[config.mk]
export PLATFORM = sky130hd
export DESIGN_NAME = systolic_input_skewer
export DESIGN_NICKNAME = d
export VERILOG_FILES = /design/src/rtl/systolic_input_skewer.sv
export SDC_FILE = /design/constraint.sdc
export NUM_CORES = 1
export LEC_CHECK = 0
export CELL_PAD_IN_SITES_DETAIL_PLACEMENT = 0
export CELL_PAD_IN_SITES_GLOBAL_PLACEMENT = 1
export CORE_MARGIN = 5
export CORE_UTILIZATION = 30
export CTS_CLUSTER_SIZE = 28
export DETAILED_ROUTE_END_ITERATION = 10
export PLACE_DENSITY = 0.58
export SLEW_MARGIN = 40
export SYNTH_ARGS = -nofsm -noshare
export SYNTH_HDL_FRONTEND = slang
export SYNTH_SLANG_ARGS = --single-unit
[constraint.sdc]
create_clock -name clk -period 3.7 [get_ports clk]
set_input_delay 0.74 -clock clk [delete_from_list [all_inputs] [get_ports clk]]
set_output_delay 0.74 -clock clk [all_outputs]
set_load 0.02 [all_outputs]
[src/rtl/systolic_input_skewer.sv]
// systolic_input_skewer
// Accepts whole activation tiles into a two-entry ping-pong buffer and replays
// each tile as 2N-1 diagonally skewed words for the systolic array. Lane j of
// word k carries a[k-j][j] (zero outside the tile). Back-to-back tiles stream
// without an idle cycle.
module systolic_input_skewer #(
   parameter int N      = 4,
   parameter int DATA_W = 8
) (
   input  logic                  clk,
   input  logic                  reset,
   input  logic                  in_valid,
   output logic                  in_ready,
   input  logic [N*N*DATA_W-1:0] in_tile,
   output logic [N*DATA_W-1:0]   out_datain,
   output logic                  out_valid,
   output logic                  out_first,
   output logic                  out_last,
   output logic                  busy
);

   localparam int TILE_W = N * N * DATA_W;
   localparam int WORD_W = N * DATA_W;
   localparam int KW     = $clog2(2 * N - 1);

   localparam logic [KW-1:0] LAST_K = KW'(2 * N - 2);
   localparam logic [KW-1:0] K_ZERO = KW'(0);
   localparam logic [KW-1:0] K_ONE  = KW'(1);

   typedef enum logic [0:0] {
      ST_IDLE   = 1'b0,
      ST_STREAM = 1'b1
   } state_t;

   state_t              state_r;
   logic [1:0]          full_r;
   logic                wr_ptr_r;
   logic                rd_ptr_r;
   logic [KW-1:0]       k_r;
   logic [TILE_W-1:0]   tile_buf_r [0:1];
   logic [WORD_W-1:0]   out_datain_r;
   logic                out_valid_r;
   logic                out_first_r;
   logic                out_last_r;
   logic                busy_r;

   logic                accept_s;
   logic                emit_s;
   logic                done_s;
   logic [1:0]          full_set_s;
   logic [1:0]          full_clr_s;
   logic [1:0]          full_next_s;
   logic [WORD_W-1:0]   word_s;

   // Builds skewed word k of a tile: lane j takes row (k-j), column j.
   function automatic logic [WORD_W-1:0] skew_word(
      input logic [TILE_W-1:0] tile,
      input logic [KW-1:0]     k
   );
      logic [WORD_W-1:0] w;
      int                row;
      w = {WORD_W{1'b0}};
      for (int j = 0; j < N; j++) begin
         row = int'(k) - j;
         if ((row >= 0) && (row < N)) begin
            w[j*DATA_W +: DATA_W] = tile[(row*N + j)*DATA_W +: DATA_W];
         end else begin
            w[j*DATA_W +: DATA_W] = {DATA_W{1'b0}};
         end
      end
      return w;
   endfunction

   // Write side is free whenever the buffer it points at is empty; no bypass
   // from a same-cycle completion, so a buffer being read is never overwritten.
   assign in_ready = ~full_r[wr_ptr_r];
   assign accept_s = in_valid & in_ready;

   assign out_datain = out_datain_r;
   assign out_valid  = out_valid_r;
   assign out_first  = out_first_r;
   assign out_last   = out_last_r;
   assign busy       = busy_r;

   // Next-cycle buffer occupancy and the word selected for this cycle.
   always_comb begin
      emit_s      = (state_r == ST_STREAM) | full_r[rd_ptr_r];
      done_s      = (state_r == ST_STREAM) & (k_r == LAST_K);
      full_set_s  = accept_s ? (2'b01 << wr_ptr_r) : 2'b00;
      full_clr_s  = done_s   ? (2'b01 << rd_ptr_r) : 2'b00;
      full_next_s = (full_r | full_set_s) & ~full_clr_s;
      word_s      = skew_word(tile_buf_r[rd_ptr_r], k_r);
   end

   // Buffer writes, pointer/step bookkeeping, streaming FSM and output registers.
   always_ff @(posedge clk or negedge reset) begin
      if (!reset) begin
         state_r       <= ST_IDLE;
         full_r        <= 2'b00;
         wr_ptr_r      <= 1'b0;
         rd_ptr_r      <= 1'b0;
         k_r           <= K_ZERO;
         tile_buf_r[0] <= {TILE_W{1'b0}};
         tile_buf_r[1] <= {TILE_W{1'b0}};
         out_datain_r  <= {WORD_W{1'b0}};
         out_valid_r   <= 1'b0;
         out_first_r   <= 1'b0;
         out_last_r    <= 1'b0;
         busy_r        <= 1'b0;
      end else begin
         full_r <= full_next_s;
         busy_r <= (|full_next_s) | emit_s;

         if (accept_s) begin
            tile_buf_r[wr_ptr_r] <= in_tile;
            wr_ptr_r             <= ~wr_ptr_r;
         end else begin
            wr_ptr_r <= wr_ptr_r;
         end

         case (state_r)
            ST_IDLE: begin
               if (full_r[rd_ptr_r]) begin
                  // First word goes out on the same edge we leave IDLE.
                  state_r      <= ST_STREAM;
                  out_datain_r <= word_s;
                  out_valid_r  <= 1'b1;
                  out_first_r  <= 1'b1;
                  out_last_r   <= (K_ZERO == LAST_K);
                  k_r          <= K_ONE;
               end else begin
                  state_r      <= ST_IDLE;
                  out_datain_r <= {WORD_W{1'b0}};
                  out_valid_r  <= 1'b0;
                  out_first_r  <= 1'b0;
                  out_last_r   <= 1'b0;
                  k_r          <= K_ZERO;
               end
            end
            ST_STREAM: begin
               out_datain_r <= word_s;
               out_valid_r  <= 1'b1;
               out_first_r  <= (k_r == K_ZERO);
               out_last_r   <= (k_r == LAST_K);
               if (done_s) begin
                  // Continue straight into the other buffer if it is already loaded.
                  k_r      <= K_ZERO;
                  rd_ptr_r <= ~rd_ptr_r;
                  if (full_r[~rd_ptr_r]) begin
                     state_r <= ST_STREAM;
                  end else begin
                     state_r <= ST_IDLE;
                  end
               end else begin
                  k_r <= k_r + K_ONE;
               end
            end
            default: begin
               state_r      <= ST_IDLE;
               out_datain_r <= {WORD_W{1'b0}};
               out_valid_r  <= 1'b0;
               out_first_r  <= 1'b0;
               out_last_r   <= 1'b0;
               k_r          <= K_ZERO;
            end
         endcase
      end
   end

endmodule

==> results by stage <==
Run status:
- The run finished with clean final reports.

Worst hold path:
- The type of the most critical hold path is primary input to asynchronous set/reset pin.

Clock network:
- The number of buffers inserted to repair setup after CTS is 0.
- Buffers inserted to repair hold after CTS numbered 0.
- The root buffer selected by CTS is clkbuf_16.
- After clock tree synthesis, the clock-pin slew on the worst setup and hold paths is 0.06 ns.
- The total clock sinks is 300.
- Counting along the longest clock path gives a buffer depth of 3.
- The clock reaches the later pin of the worst-skew pair after 0.54 ns.
- In this run, CTS created clock tree buffers numbering 37.
- The clock tree synthesis step divided the H-tree into 2 levels.
- The number of gates given a new drive strength after cts is 0.
- TritonCTS built the clock tree.

STA:
- The number of failing setup endpoints in the final timing report is 0.
- Clock skew on the completed layout was measured at 0.0164 ns.
- The highest achievable clock rate is 0.382 GHz.
- Counting I/O delays and the setup requirement, the final critical path takes 2.62 ns.
- Setup repair after global routing left no endpoint under its margin.
- The worst path uses 70.8% of the clock period.
- The actual transition at the worst max-transition pin is 0.710 ns.
- After routing, the total negative slack on setup checks comes to 0 ns.
- The number of pins exceeding their max-slew limit in the final report is 0.
- The slack of the critical path is 1.08 ns.
- The relative slew slack is 52.7%.
- The number of hold-slack violations in the final timing report came to 0.

Global route:
- The first global-routing pass estimated 52.3 mm of wire.
- The number of global-route vias before repair is 8569.
- Entering global routing, the biggest net connects 82 pins.
- Global routing finished with a remaining overflow of 0.
- After global routing, the most crowded layer is met2.
- The number of antenna violations at the first check in global routing is 4.
- The global router's overall resource usage is roughly 14%.
- Global routing consumed, on the met3 layer, 3.85% of the routing resources.
- Global routing used about 22% of the available met2 tracks.
- The met1 track demand over resource in global routing is 19.8%.

Yosys:
- The post-synthesis cell type count is roughly 40.
- The commonest register cell after synthesis is dfrtp_1.
- The count of flip-flops with a built-in enable after synthesis is 0.
- The number of warnings issued by yosys is 0.
- Synthesis produced 870 cells.
- The largest total area in the synthesized netlist belongs to dfrtp_1.
- After synthesis, the cell types taking the most area are dfrtp_1, mux2_1, mux2i_1.
- The netlist area before placement is 13200 um^2.
- After synthesis, flip-flops and latches occupy 57.0% of the total area.
- Synthesis inferred 300 register bits.
- The area share of the leading cell type in the synthesized netlist is a little under three fifths.
- The most instantiated library cell after synthesis is dfrtp_1.
- The fraction of registers with async set/reset is 100%.
- The average cell area after synthesis is 15.1 um^2.
- Synthesis produced a netlist with a net count of 1007.
- After synthesis, the most frequently instantiated cells are dfrtp_1, mux2_1, mux2i_1.

Placement:
- The worst setup slack after placement is around 1 ns.
- At the end of routability-driven placement, the weighted congestion stood at approximately 0.72.
- Once placement finished, the instance area stood at 15500 um^2.
- During placement, the flow inserted port buffers numbering 167.
- The HPWL reported at the end of detailed placement is 21.9 mm.

Final layout:
- After routing the design area is 16700 um^2.
- Fill cells in the final layout number 4141.
- The layout cell share with drive strength beyond 1 is 10.1%.
- The relative area change from synthesis to final layout is 26.8%.
- The net count of the finished layout is 1177.
- The multi-input combinational cell area is 5270 um^2.
- Summing all flip-flop and latch instances after layout gives 7510 um^2.

Routing:
- In the routed layout, each cell is associated on average with a via count of around 4.7.
- Before antenna repair, the detailed router went through 4 iterations.
- The wire length after detailed routing is around 33 mm.
- The number of remaining DRC errors is 0.
- The average detailed-routed wire length per instance is 20.2 um.
- The first routing iteration left 294 violations.
- Detailed routing inserted a total of between 7000 and 8000 vias.
- The detail route stage leaves a number of antenna-violating nets equal to 0.

Floorplan:
- The die outline width is 220 um.
- The number of top-level pins is ~170.
- The cell row count is 76.
- Measured along the y axis, the die boundary spans 220 um.
- The floorplan step defined a core boundary enclosing 43300 um^2.
- The starting utilization of the core area is 30.5%.
- The die footprint is 48200 um^2.

Power:
- The worst supply voltage drop on vdd is 346 uV.
- The design draws 14.4 mW.
- The power density of the placed cells is 865 nW/um^2.
- The static leakage is 7.25 nW.

Worst setup path:
- The startpoint type of the worst setup path is a flop.
- The worst endpoint required time is 2.96 ns.
- Data arrives at the worst endpoint at 1.88 ns.
- The critical path start-end classification is flop to primary output.
- The maximum fanout along the worst path is 5.
- STA classifies the critical path endpoint as a primary output.

Job:
- Across the run, the number of max-cap violations was 0.
## placed cells by master (no fill, tap or decap), types with 2 or more instances in the layout
master / netlist / routed
a2111oi_2: 7 / 7
a211oi_1: 7 / 7
a21oi_1: 8 / 6
a21oi_2: 0 / 2
a22oi_1: 40 / 40
and2_1: 2 / 2
and3_1: 25 / 25
buf_12: 1 / 9
buf_4: 7 / 9
bufinv_16: 0 / 2
clkbuf_1: 7 / 14
clkbuf_16: 0 / 39
clkbuf_8: 0 / 7
clkdlybuf4s50_1: 0 / 166
clkinv_2: 0 / 2
clkinvlp_4: 0 / 2
dfrtp_1: 300 / 299
ha_1: 6 / 6
inv_1: 5 / 5
mux2_1: 256 / 256
mux2i_1: 91 / 91
mux4_2: 16 / 16
nand2_1: 2 / 2
nand2b_1: 10 / 10
nor2_1: 11 / 10
nor2b_1: 13 / 9
nor2b_2: 0 / 2
nor2b_4: 0 / 2
## power by group
| group | switching (mW) | internal (mW) | total (mW) |
|---|---|---|---|
| sequential | 0.804 | 4.86 | 5.67 |
| combinational | 2.57 | 2.61 | 5.18 |
| clock | 1.38 | 2.22 | 3.60 |
| total | 4.76 | 9.69 | 14.4 |
## worst max-delay path, cell delays in order, from the launching register on
cell             delay, ns
dfrtp_1               0.42
mux2i_1               0.25
clkdlybuf4s50_1       0.68
## final timing paths
| check | from | end | slack (ns) | cells after the start |
|---|---|---|---|---|
| worst max-delay path | wr_ptr_r | in_ready | 1.08 | 2 |
| worst min-delay path | reset | tile_buf_r[171] | 0.13 | 1 |
| worst max register to register | rd_ptr_r | out_datain[25] | 1.36 | 4 |
| worst min register to register | tile_buf_r[221] | tile_buf_r[221] | 0.48 | 1 |
| max in group asynchronous | reset | tile_buf_r[211] | 2.62 | 3 |
| min in group clk | tile_buf_r[221] | tile_buf_r[221] | 0.48 | 1 |
## cell families (layout without fill, tap and decap cells)
family	after synthesis	count (layout)	share of synthesized area, %
AO/OA/AOI/OAI	67	67	4.30
XOR/XNOR	2	2	0.133
adder cells (fa/ha/maj)	6	6	0.570
buffers and inverters	61	259	3.28
flip-flops	300	300	57.0
multiplexers	364	364	31.6
other	0	1	0
AND/OR/NAND/NOR	70	70	3.11
## state kept, by name, indices dropped and copies added (netlist names)
register / flops
full_r: 2
out_valid: 1
wr_ptr_r: 1
rd_ptr_r: 1
k_r: 3
out_last: 1
out_datain: 32
busy: 1
tile_buf_r: 256
out_first: 1
state_r: 1
## final cells by class
cell class / instances / share of cell area, %
clock inverter: 7 / 0.562
multi-input combinational: 509 / 31.5
timing repair buffer: 186 / 11.7
antenna: 1 / 0.0150
inverter: 6 / 0.135
sequential: 300 / 44.9
clock buffer: 60 / 6.73
tap: 585 / 4.38
## routing by layer
layer	vias up	wire, um
met5	-	38
met4	6	574
met3	47	1920
met2	144	15200
met1	4045	15700
li1	3526	-
## per-stage QoR
stage / util [%] / instances / hold WS, ns
floorplan: - / 870 / 0.444
global placement: 35.7 / 1585 / 0.459
detailed placement: 35.8 / 1586 / 0.466
CTS: 38.6 / 1653 / 0.118
global route: 38.6 / 1653 / 0.135
finish: 38.6 / 1654 / 0.126
No activity file was read; power rests on OpenSTA's default activity.
==> patch 1: new RTL, same flow settings <==
Reset style: synchronous (`reset`), changed in one clocked block.
--- a/src/rtl/systolic_input_skewer.sv
+++ b/src/rtl/systolic_input_skewer.sv
@@ -95,3 +95,3 @@
    // Buffer writes, pointer/step bookkeeping, streaming FSM and output registers.
-   always_ff @(posedge clk or negedge reset) begin
+   always_ff @(posedge clk) begin
       if (!reset) begin
Behaviour: differs if reset is asserted again (counterexample within 4 cycles, from zero or initial values and one cycle with reset low); with reset held inactive, the same outputs for 4 cycles.
==> patch 1 against the unedited design <==
  * Final area decreased by 1.5%
  * Routed wire length shrank 5.0%
  * Global-route usage shrank 0.74 points
  * Count of clock-buffer cells in the layout fell by 7
  * Worst setup slack improved by 0.14 ns
  * Synthesized area fell by 1.9%
  * Die area fell by 1.8%
  * Sequential cell count grew 1
  * Via count fell by 3.2%
  * Fmax increased by 5.6%
  * Largest cell class unchanged
Power is not compared: it rests on default switching activity, and its combinational part moved more than twofold at a synthesized area within 25%.
==> patch 1: results (changes against the unedited design) <==
number of distinct library cell variants in the gate-level netlist after synthesis=40 (-2.4%); Tightest Pin Transition=0.790 ns (+0.0805 ns); Fillers=4099 (-1.0%); via count of the first global-routing pass=7852 (-8.4%); per-cell via count in the routed design=4.45 (-5.2%); number of nets produced by synthesis=1053 (+4.6%); total half-perimeter wirelength after legalization and detailed placement=19300 um (-12%); path type of the worst min-delay path=flip-flop to flip-flop; number of DRC violations after detailed-routing iteration 0=292 (-0.68%); total placed cells including tap cells=1626 (+2.5%); clock buffers created by TritonCTS=35 (-5.4%); Post-Layout Inst Area=16500 um^2 (-1.5%); global-route wire length before repair=47900 um (-8.3%); setup slack of the most critical reg-to-reg path=1.22 ns (-0.14 ns); Global Route Usage Sum=0.133 (-0.00741); clock period minus worst slack=2.48 ns (-0.139 ns); worst-case hold slack=0.509 ns (+0.383 ns); most instantiated cells after synthesis=sky130_fd_sc_hd__and2_1, sky130_fd_sc_hd__edfxtp_1, sky130_fd_sc_hd__mux2i_1, sky130_fd_sc_hd__mux2_2, sky130_fd_sc_hd__dfxtp_1; vias after detailed routing=7517 (-3.2%); sequential cell area fraction in the yosys report=0.664 (+0.0944); share of the synthesized area in the top cell type=0.594 (+0.0247); share of cells above drive strength 1=0.121 (+0.0195); run status=finished clean; most instantiated flip-flop cell in the synthesis netlist=sky130_fd_sc_hd__edfxtp_1; final routed wirelength across all metal layers=31700 um (-5.0%); cell type group with the largest total delay on the critical path=flip-flops; average cell area after synthesis=14.1 um^2 (-6.8%); Synth area leaders=sky130_fd_sc_hd__edfxtp_1, sky130_fd_sc_hd__and2_1, sky130_fd_sc_hd__dfxtp_1; maximum fanout count along the critical path=10 (+5); EDFF count, synth=256 (+256); Placed Area=15400 um^2 (-0.71%); share of synthesized registers carrying an async set or reset=0 (-1.00)
==> patch 1: changes by cell type after synthesis, moves of 19 or more <==
cell and change:
sky130_fd_sc_hd__a211oi_1 +26, sky130_fd_sc_hd__a22oi_1 -40, sky130_fd_sc_hd__and2_1 +257, sky130_fd_sc_hd__clkbuf_1 +31, sky130_fd_sc_hd__dfrtp_1 -300, sky130_fd_sc_hd__dfxtp_1 +45
sky130_fd_sc_hd__edfxtp_1 +256, sky130_fd_sc_hd__mux2_1 -256, sky130_fd_sc_hd__mux2_2 +46, sky130_fd_sc_hd__mux2i_1 -41, sky130_fd_sc_hd__nor2b_1 +19, sky130_fd_sc_hd__o22ai_1 +23
==> patch 1: per-layer routing <==
layer	GRT usage	share of wire
met5	0	0
met4	0.0413	0.022
met3	0.0268	0.042
met2	0.222	0.49
met1	0.176	0.44
==> patch 1: final timing paths <==
path / from / to
worst max-delay path: k_r[0] / out_datain[8]
worst min-delay path: wr_ptr_r / wr_ptr_r
worst min register to register: wr_ptr_r / wr_ptr_r
worst max register to register: k_r[0] / out_datain[8]
==> patch 1: logic make-up after synthesis <==
kind of cell             after synthesis  synth area share
AND/OR/NAND/NOR                      335             0.160
flip-flops                           301             0.664
AO/OA/AOI/OAI                        110            0.0653
multiplexers                          98            0.0817
buffers and inverters                 65            0.0227
adder cells (fa/ha/maj)                6           0.00581
XOR/XNOR                               1          0.000677
==> patch 1: final cells by class <==
class	instances	share of cell area
Clock buffer	53	0.0592
Clock inverter	9	0.00601
Inverter	5	0.00114
Multi-Input combinational cell	550	0.249
Sequential cell	301	0.522
Tap cell	585	0.0445
Timing Repair Buffer	185	0.118
==> patch 2: new RTL, same settings <==
Without the edit above. The parameter `DATA_W` goes from 8 to 10.
--- a/src/rtl/systolic_input_skewer.sv
+++ b/src/rtl/systolic_input_skewer.sv
@@ -7,3 +7,3 @@
    parameter int N      = 4,
-   parameter int DATA_W = 8
+   parameter int DATA_W = 10
 ) (
Interface: changed (resized in_tile and out_datain); port bits go from 168 to 208. No check against the original RTL was run, so the function may have changed too.
==> patch 2 against the unedited design <==
  * Sequential cell count up 72
  * Worst setup slack worse by 0.90 ns
  * Core utilization is 0.71 points lower
  * Count of clock-buffer cells in the layout grew 4
  * Synthesized area up 61%
  * Final area grew 59%
  * Clock skew up 0.0089 ns
  * Critical path type is now flip-flop to flip-flop
  * Synthesized cell count grew 76%
  * Routed wire length grew 130%
  * Largest cell class is now multi-input gates
Power is left out: the tool's default activity adds up to more than one toggle a clock period on the data nets, which glitch-free logic cannot reach.
==> patch 2: results (changes against the unedited design) <==
clock input transition at the sequential cells of the worst setup and hold paths=0.06 ns (about the same); antenna violations before repair=4 (unchanged); clock insertion delay at the later pin of the skew report=0.59 ns (+0.05 ns); cell type group with the largest total delay on the critical path=adder cells; clock buffers created by TritonCTS=46 (+24%); flip-flop count of the largest register after layout=320 (+25%); Tightest Pin Transition=0.834 ns (+0.124 ns); share of cells above drive strength 1=0.398 (+0.297); global-route wire length before repair=113000 um (+120%); ant diodes=0 (-1); number of nets produced by synthesis=1722 (+71%); sequential cell area fraction in the yosys report=0.440 (-0.130); Global Route Usage Sum=0.203 (+0.0620); count of buffers from port buffering=207 (+24%); total half-perimeter wirelength after legalization and detailed placement=58800 um (+170%); CP max stage cell=sky130_fd_sc_hd__fa_1; largest clock skew in the final design=0.0253 ns (+0.00893 ns); Synth Warn #=0 (unchanged); number of DRC violations after detailed-routing iteration 0=1262 (+330%); root buf cell=sky130_fd_sc_hd__clkbuf_16; via count of the first global-routing pass=15700 (+84%); per-cell via count in the routed design=5.45 (+16%); length of the first detailed-routing pass in iterations=5 (+1); Max Buffers Root-to-Sink=3 (unchanged); path type of the worst min-delay path=primary input to async pin; H-tree depth reported by CTS=2 (unchanged); most instantiated cells after synthesis=sky130_fd_sc_hd__dfrtp_1, sky130_fd_sc_hd__mux2_2, sky130_fd_sc_hd__mux4_2, sky130_fd_sc_hd__nand2_1, sky130_fd_sc_hd__nor2_1; post-detailed-route wirelength per cell=28.2 um (+40%); share of synthesized registers carrying an async set or reset=1.00 (unchanged); run status=finished clean; Critical Path AT=3.97 ns (+2.09 ns); largest net degree at the start of global routing=98 (+20%); nets=1965 (+67%); routability congestion estimate=0.901 (+25%); Synth area leaders=sky130_fd_sc_hd__dfrtp_1, sky130_fd_sc_hd__mux4_2, sky130_fd_sc_hd__mux2_2; number of distinct library cell variants in the gate-level netlist after synthesis=65 (+59%); maximum fanout count along the critical path=14 (+9); largest register by flop count=tile_buf_r; delay of the slowest critical-path stage=0.57 ns (-0.11 ns)
==> patch 2: cell count changes after synthesis, moves of 53 or more <==
cell	change
sky130_fd_sc_hd__dfrtp_1	+72
sky130_fd_sc_hd__mux2_1	-256
sky130_fd_sc_hd__clkbuf_1	+55
sky130_fd_sc_hd__nand2_1	+90
sky130_fd_sc_hd__nor2_1	+53
sky130_fd_sc_hd__mux4_2	+168
sky130_fd_sc_hd__mux2_2	+331
==> patch 2: metal layers <==
layer | routed length [um] | global-route usage | share of wire
met1 | 33800 | 0.284 | 0.44
met5 | 13 | 0 | 0.00017
met3 | 4720 | 0.0396 | 0.061
met4 | 1680 | 0.0464 | 0.022
met2 | 37400 | 0.327 | 0.48
==> patch 2: repair_timing <==
action | 4_1_cts | 5_1_grt
buffers inserted | 0 | 0
setup endpoints to repair | 0 | 8
gates resized for setup | 0 | 5
hold buffers | 0 | 0
==> patch 2: final timing paths <==
kind                       slack [ns]              end             from  depth (start not counted)
max reg2reg                      0.18   out_datain[23]           k_r[0]                          9
max                              0.18   out_datain[23]           k_r[0]                          9
max in group asynchronous        2.53  tile_buf_r[106]            reset                          3
min in group clk                 0.50  tile_buf_r[225]  tile_buf_r[225]                          1
min reg2reg                      0.50  tile_buf_r[225]  tile_buf_r[225]                          1
min                              0.04  tile_buf_r[137]            reset                          1
==> patch 2: stage by stage <==
| step | std cells | setup WS (ns) | TNS, ns | cell area, um^2 | hold WS [ns] |
|---|---|---|---|---|---|
| final | 2750 | 0.180 | 0 | 26500 | 0.0406 |
| after floorplan | 1532 | -0.0666 | -0.0666 | 21300 | 0.444 |
| after global routing | 2750 | 0.0238 | 0 | 26500 | 0.0536 |
| after global placement | 2666 | 0.194 | 0 | 24900 | 0.484 |
| after CTS | 2749 | 0.136 | 0 | 26500 | 0.224 |
| after detailed placement | 2666 | 0.159 | 0 | 24900 | 0.493 |
==> patch 2: logic make-up after synthesis <==
logic type / Yosys count / synth area share
flip-flops: 372 / 0.440
XOR/XNOR: 20 / 0.00863
multiplexers: 576 / 0.401
adder cells (fa/ha/maj): 27 / 0.0170
AO/OA/AOI/OAI: 163 / 0.0514
buffers and inverters: 133 / 0.0316
AND/OR/NAND/NOR: 241 / 0.0506
==> patch 2: area by class of cell <==
type	instances	area [um^2]
fill	6740	43500
inverter	14	57.6
timing repair buffer	314	3110
clock buffer	64	1380
clock inverter	19	213
sequential	372	9320
tap	940	1180
multi-input combinational	1027	11300
